[src/rtl/booth_mul_if.sv]
// booth_mul_if: operand/result valid-ready bus for the Booth multiplier sequencer
interface booth_mul_if #(parameter int N = 32, parameter int TAG_W = 4);
  logic             in_valid;
  logic             in_ready;
  logic [N-1:0]     in_multiplier;
  logic [N-1:0]     in_multiplicand;
  logic [TAG_W-1:0] in_tag;
  logic             out_valid;
  logic             out_ready;
  logic [2*N-1:0]   out_product;
  logic [TAG_W-1:0] out_tag;
  modport master (
    output in_valid, in_multiplier, in_multiplicand, in_tag, out_ready,
    input  in_ready, out_valid, out_product, out_tag
  );
  modport slave (
    input  in_valid, in_multiplier, in_multiplicand, in_tag, out_ready,
    output in_ready, out_valid, out_product, out_tag
  );
endinterface

[src/rtl/booth_mul_sequencer.sv]
// booth_mul_sequencer: FIFO-buffered launch/settle/capture sequencer around a combinational Booth array
module booth_mul_sequencer #(
  parameter int N          = 32,
  parameter int DEPTH      = 4,
  parameter int SETTLE_CYC = 3,
  parameter int TAG_W      = 4
) (
  input  logic                   clk,
  input  logic                   rst,
  booth_mul_if.slave             bus,
  output logic [N-1:0]           mult_multiplier_o,
  output logic [N-1:0]           mult_multiplicand_o,
  input  logic [2*N-1:0]         mult_product_i,
  output logic                   busy,
  output logic [$clog2(DEPTH):0] fifo_count
);
  localparam int AW = $clog2(DEPTH);
  localparam int CW = $clog2(SETTLE_CYC + 1);
  typedef enum logic [1:0] {IDLE, SETTLE, HOLD} state_t;
  state_t state, state_n;
  logic [N-1:0] mem_a [DEPTH];
  logic [N-1:0] mem_b [DEPTH];
  logic [TAG_W-1:0] mem_t [DEPTH];
  logic [AW-1:0] wr_ptr, rd_ptr;
  logic [AW:0] count;
  logic [CW-1:0] cnt;
  logic [TAG_W-1:0] tag_r;
  logic out_valid_r;
  logic [2*N-1:0] out_product_r;
  logic [TAG_W-1:0] out_tag_r;
  logic in_ready_w, push, pop, capture, release_w;
  assign bus.in_ready    = in_ready_w;
  assign bus.out_valid   = out_valid_r;
  assign bus.out_product = out_product_r;
  assign bus.out_tag     = out_tag_r;
  assign fifo_count      = count;
  assign busy            = state != IDLE || count != '0;
  always_comb begin
    in_ready_w = count != (AW+1)'(DEPTH);
    push       = bus.in_valid && in_ready_w;
    release_w  = state == HOLD && bus.out_ready;
    pop        = count != '0 && (state == IDLE || release_w);
    capture    = state == SETTLE && cnt == '0;
    state_n    = pop ? SETTLE : capture ? HOLD : release_w ? IDLE : state;
  end
  always_ff @(posedge clk) begin
    if (push) begin
      mem_a[wr_ptr] <= bus.in_multiplier;
      mem_b[wr_ptr] <= bus.in_multiplicand;
      mem_t[wr_ptr] <= bus.in_tag;
    end
  end
  always_ff @(posedge clk or posedge rst) begin
    if (rst) begin
      state               <= IDLE;
      wr_ptr              <= '0;
      rd_ptr              <= '0;
      count               <= '0;
      cnt                 <= '0;
      tag_r               <= '0;
      mult_multiplier_o   <= '0;
      mult_multiplicand_o <= '0;
      out_valid_r         <= 1'b0;
      out_product_r       <= '0;
      out_tag_r           <= '0;
    end else begin
      state <= state_n;
      count <= count + (AW+1)'(push) - (AW+1)'(pop);
      if (push) wr_ptr <= wr_ptr + AW'(1);
      if (pop) begin
        rd_ptr              <= rd_ptr + AW'(1);
        mult_multiplier_o   <= mem_a[rd_ptr];
        mult_multiplicand_o <= mem_b[rd_ptr];
        tag_r               <= mem_t[rd_ptr];
        cnt                 <= CW'(SETTLE_CYC - 1);
      end else if (state == SETTLE && cnt != '0) begin
        cnt <= cnt - CW'(1);
      end
      if (capture) begin
        out_valid_r   <= 1'b1;
        out_product_r <= mult_product_i;
        out_tag_r     <= tag_r;
      end else if (release_w) begin
        out_valid_r <= 1'b0;
      end
    end
  end
endmodule

[src/flat_wrapper.sv]
// flat-port wrapper written by rule: the top's interface ports become plain ports
module booth_mul_sequencer_flat 
#(
  parameter int N          = 32,
  parameter int DEPTH      = 4,
  parameter int SETTLE_CYC = 3,
  parameter int TAG_W      = 4
)
  (clk, rst, mult_multiplier_o, mult_multiplicand_o, mult_product_i, busy, fifo_count, bus_in_valid, bus_in_multiplier, bus_in_multiplicand, bus_in_tag, bus_out_ready, bus_in_ready, bus_out_valid, bus_out_product, bus_out_tag);
  booth_mul_if #(.N(N), .TAG_W(TAG_W)) bus_i ();
  input  logic clk;
  input  logic rst;
  output logic [N-1:0] mult_multiplier_o;
  output logic [N-1:0] mult_multiplicand_o;
  input  logic [2*N-1:0] mult_product_i;
  output logic busy;
  output logic [$clog2(DEPTH):0] fifo_count;
  input wire logic [$bits(bus_i.in_valid)-1:0] bus_in_valid;
  input wire logic [$bits(bus_i.in_multiplier)-1:0] bus_in_multiplier;
  input wire logic [$bits(bus_i.in_multiplicand)-1:0] bus_in_multiplicand;
  input wire logic [$bits(bus_i.in_tag)-1:0] bus_in_tag;
  input wire logic [$bits(bus_i.out_ready)-1:0] bus_out_ready;
  output wire logic [$bits(bus_i.in_ready)-1:0] bus_in_ready;
  output wire logic [$bits(bus_i.out_valid)-1:0] bus_out_valid;
  output wire logic [$bits(bus_i.out_product)-1:0] bus_out_product;
  output wire logic [$bits(bus_i.out_tag)-1:0] bus_out_tag;
  assign bus_i.in_valid = bus_in_valid;
  assign bus_i.in_multiplier = bus_in_multiplier;
  assign bus_i.in_multiplicand = bus_in_multiplicand;
  assign bus_i.in_tag = bus_in_tag;
  assign bus_i.out_ready = bus_out_ready;
  assign bus_in_ready = bus_i.in_ready;
  assign bus_out_valid = bus_i.out_valid;
  assign bus_out_product = bus_i.out_product;
  assign bus_out_tag = bus_i.out_tag;
  booth_mul_sequencer #(.N(N), .DEPTH(DEPTH), .SETTLE_CYC(SETTLE_CYC), .TAG_W(TAG_W)) u_core (.clk(clk), .rst(rst), .bus(bus_i), .mult_multiplier_o(mult_multiplier_o), .mult_multiplicand_o(mult_multiplicand_o), .mult_product_i(mult_product_i), .busy(busy), .fifo_count(fifo_count));
endmodule
[config.mk]
export PLATFORM = sky130hd
export DESIGN_NAME = booth_mul_sequencer_flat
export DESIGN_NICKNAME = d
export VERILOG_FILES = /design/src/rtl/booth_mul_if.sv /design/src/rtl/booth_mul_sequencer.sv /design/src/flat_wrapper.sv
export SDC_FILE = /design/constraint.sdc
export NUM_CORES = 1
export LEC_CHECK = 0
export ABC_AREA = 1
export CAP_MARGIN = 20
export CORE_MARGIN = 10
export CORE_UTILIZATION = 43
export CTS_CLUSTER_DIAMETER = 120
export DETAILED_ROUTE_END_ITERATION = 6
export PLACE_DENSITY = 0.69
export SYNTH_ARGS = -nofsm -noshare
export SYNTH_HDL_FRONTEND = slang
export SYNTH_SLANG_ARGS = --single-unit
[constraint.sdc]
create_clock -name clk -period 4.25 [get_ports clk]
set_input_delay 0.6375 -clock clk [delete_from_list [all_inputs] [get_ports clk]]
set_output_delay 0.6375 -clock clk [all_outputs]
set_load 0.01 [all_outputs]
==> key figures <==
Drt
  – Wire length per cell: ~16 um
  – Via density: 4.62
  – Detail Route Antenna Nets: 0
  – Via count: 11,772
  – Detailed-route wire length: 42.0 mm
  – Top Layer Used: met5
  – M1 WL: ~18 mm
  – Drt first pass iters: 6
  – DR DRC count: 0
  – Met3 routed WL: 3.44 mm
  – Routed wl met2: 20.1 mm
  – Detailed Route Iter0 Violations: 776

STA
  – Fin crit share: about 62%
  – Slew HR: 32.1%
  – Unrepaired setup endpoints after global routing: false
  – Fmax: 0.378 GHz
  – Setup-failing EPs final: 0
  – Final hold vios: 0
  – Final Max Tran Viols: 0
  – Clock skew: 0.0129 ns
  – Setup_tns: 0 ns
  – Slew @ Worst Pin: 1.02 ns
  – Minimum clock period after layout: 2.64 ns

Logic synthesis
  – Yosys reg bits: 420
  – Synthesized Nets: 1,866
  – Distinct cells, synth: 22
  – Post-Syn Area: 17,200 um^2
  – Sequential area share after synthesis: approximately 69%
  – Yosys Warn Count: 0
  – Syn avg cell area: 10.0 um^2
  – Post-Synthesis Cells: between 1,500 and 2,000

Critical path
  – WP data required: 3.61 ns
  – Worst Setup Start Kind: flip-flop
  – CP arrival: around 2.0 ns
  – Crit-path max FO: 4
  – Crit end category: primary output
  – Crit Path Category: flip-flop to primary output

Power
  – Clk pwr share: 36.9%
  – Sequential power share: 51.7%
  – Internal: between 7000 and 8000 uW
  – Lkg Pwr: 0.0103 uW
  – Net switching power: 2390 uW
  – Maximum VDD drop: about 290 uV
  – Total power: 9850 uW
  – Ratio of total power to cell area: 450 nW/um^2
  – Net switching fraction of the power: 24.3%
  – Gate power share: 11.5%

Finish
  – Post-route cell area: 21,900 um^2
  – Layout Nets: around 2,100
  – Share of layout cells above drive strength 1: 4.50%
  – Core Util, Final: 55.1%
  – Area grow syn2layout: 26.9%
  – Layout Cells excl Fill: 2,547

Global routing
  – Initial antenna violation count: 5
  – GR Util All Layers: 17.0%
  – Vias in the first global route: 11,880
  – Largest net degree at the start of global routing: 87
  – First-pass GRT wire length: 64.4 mm
  – Global route overflow: 0

Floorplan
  – Die area: 48,500 um^2
  – Starting Density: 43.4%
  – Core ar.: slightly below 40,000 um^2
  – Die X: 220 um
  – Floorplan row count: 73
  – Ports: between 200 and 300
  – Die H: 220 um

Placed design
  – Gpl congestion: 0.808
  – Port Buffers: 273
  – HPWL after DPL: 25.3 mm
  – Placed Instances: around 2,500
  – Placed Area: 20,500 um^2

Outcome
  – Status: completed

CTS
  – Postcts setup bufs: 0
  – Clock Pin Slew Worst Setup and Hold Paths: 0.06 ns
  – Inserted Clock Buffers: 44
  – Post-CTS Hold Buffers: 0
  – Clock root cell: clkbuf_16
  – CTS tree: yes
  – Clk buf depth: 3
  – # clock sinks: 420
  – Cts repair resizes: 0
  – Clock Latency Late Sink: roughly 0.56 ns
  – H-Tree Level Count: 2

Run
  – Max-Cap Viols: 0

Min path
  – Worst Hold Class: flip-flop to flip-flop
[kinds of logic (layout without fill, tap and decap cells)]
| family | Yosys count | count (layout) | synth area share, % |
|---|---|---|---|
| AND/OR/NAND/NOR | 781 | 781 | 18.1 |
| buffers and inverters | 437 | 735 | 10.1 |
| flip-flops | 420 | 420 | 68.9 |
| AO/OA/AOI/OAI | 72 | 72 | 2.09 |
| adder cells (fa/ha/maj) | 8 | 8 | 0.624 |
| XOR/XNOR | 4 | 4 | 0.203 |
| other | 0 | 2 | 0 |
[cell type report]
type | count | area, um^2
inverters | 363 | 1370
fillers | 3372 | 17900
clock buffers | 67 | 1260
multi-input cells | 865 | 3670
diodes | 2 | 5.00
flip-flops and latches | 420 | 11900
clock inverters | 15 | 104
well taps | 525 | 657
repair buffers | 290 | 2940
[worst max-delay path, cell delays in order, from the launching register on]
cell and delay [ns]:
dfrtp_1 0.44, nor2_1 0.16, nand2_1 0.14, inv_2 0.11, nand3_1 0.07, clkdlybuf4s50_1 0.53
[power groups by stage]
| stage | combinational [uW] | clock (uW) | sequential, uW |
|---|---|---|---|
| after floorplan | 613 | 0 | 5200 |
| after global placement | 1130 | 0 | 5140 |
| after detailed placement | 1150 | 0 | 5170 |
| after CTS | 1160 | 3720 | 5090 |
| after global routing | 1280 | 3890 | 5130 |
| final | 1130 | 3630 | 5090 |
[placed cells by master (no fill, tap or decap), drive strengths merged]
| master | count |
|---|---|
| nor2 | 7 |
| o21ai | 71 |
| buf | 17 |
| bufinv | 1 |
| nand2 | 634 |
| fa | 1 |
| edfxtp | 272 |
| clkinvlp | 2 |
| diode | 2 |
| clkbuf | 67 |
| xnor2 | 2 |
| clkinv | 11 |
| xor2 | 2 |
| inv | 364 |
| nand3b | 1 |
| ha | 7 |
| clkdlybuf4s50 | 273 |
| nand3 | 138 |
| a21oi | 1 |
| dfrtp | 148 |
| nor3 | 1 |
[cell usage after synthesis (all sizes together)]
cell | instances | area share (%)
clkbuf | 7 | 0.15
nor2 | 7 | 0.20
fa | 1 | 0.12
edfxtp | 272 | 47
nor3 | 1 | 0.029
nand3 | 138 | 4.0
nand3b | 1 | 0.044
a21oi | 1 | 0.029
o21ai | 71 | 2.1
nand2 | 634 | 14
inv | 363 | 7.9
dfrtp | 148 | 21
xnor2 | 2 | 0.10
buf | 67 | 2.1
ha | 7 | 0.51
xor2 | 2 | 0.10
[path summary, 6_finish.rpt]
path / start / end / depth (start not counted) / slack [ns]
worst max-delay path: u_core.fifo_count[1]$_DFF_PP0_ / busy / 5 / 1.61
worst min-delay path: u_core.mult_multiplicand_o[28]$_DFFE_PP0P_ / u_core.mult_multiplicand_o[28]$_DFFE_PP0P_ / 2 / 0.48
worst max register to register: u_core.rd_ptr[0]$_DFFE_PP0P_ / u_core.mult_multiplier_o[21]$_DFFE_PP0P_ / 7 / 1.85
worst min register to register: u_core.mult_multiplicand_o[28]$_DFFE_PP0P_ / u_core.mult_multiplicand_o[28]$_DFFE_PP0P_ / 2 / 0.48
max in group asynchronous: rst / u_core.mult_multiplier_o[16]$_DFFE_PP0P_ / 3 / 2.94
min in group asynchronous: rst / u_core.mult_multiplicand_o[30]$_DFFE_PP0P_ / 2 / 0.58
[stage by stage]
stage	setup slack (ns)	hold slack [ns]
after floorplan	0.0740	0.449
after global placement	1.53	0.463
after detailed placement	1.54	0.464
after CTS	1.55	0.483
after global routing	1.46	0.500
final	1.61	0.478
[sequential cells by signal (all words and copies together) (netlist names), 3 cells and up]
register and cells:
u_core.mem_a 128, u_core.mem_b 128, u_core.bus.out_product 64, u_core.mult_multiplicand_o 32
u_core.mult_multiplier_o 32, u_core.mem_t 16, u_core.bus.out_tag 4, u_core.tag_r 4
u_core.fifo_count 3
[routing by layer]
| metal | global-route usage [%] | vias to the layer above |
|---|---|---|
| met5 | 0 | - |
| met4 | 5.62 | 6 |
| met3 | 4.38 | 71 |
| met2 | 28.8 | 365 |
| met1 | 20.7 | 5501 |
| li1 | - | 5829 |
No activity file was read; power rests on OpenSTA's default activity.
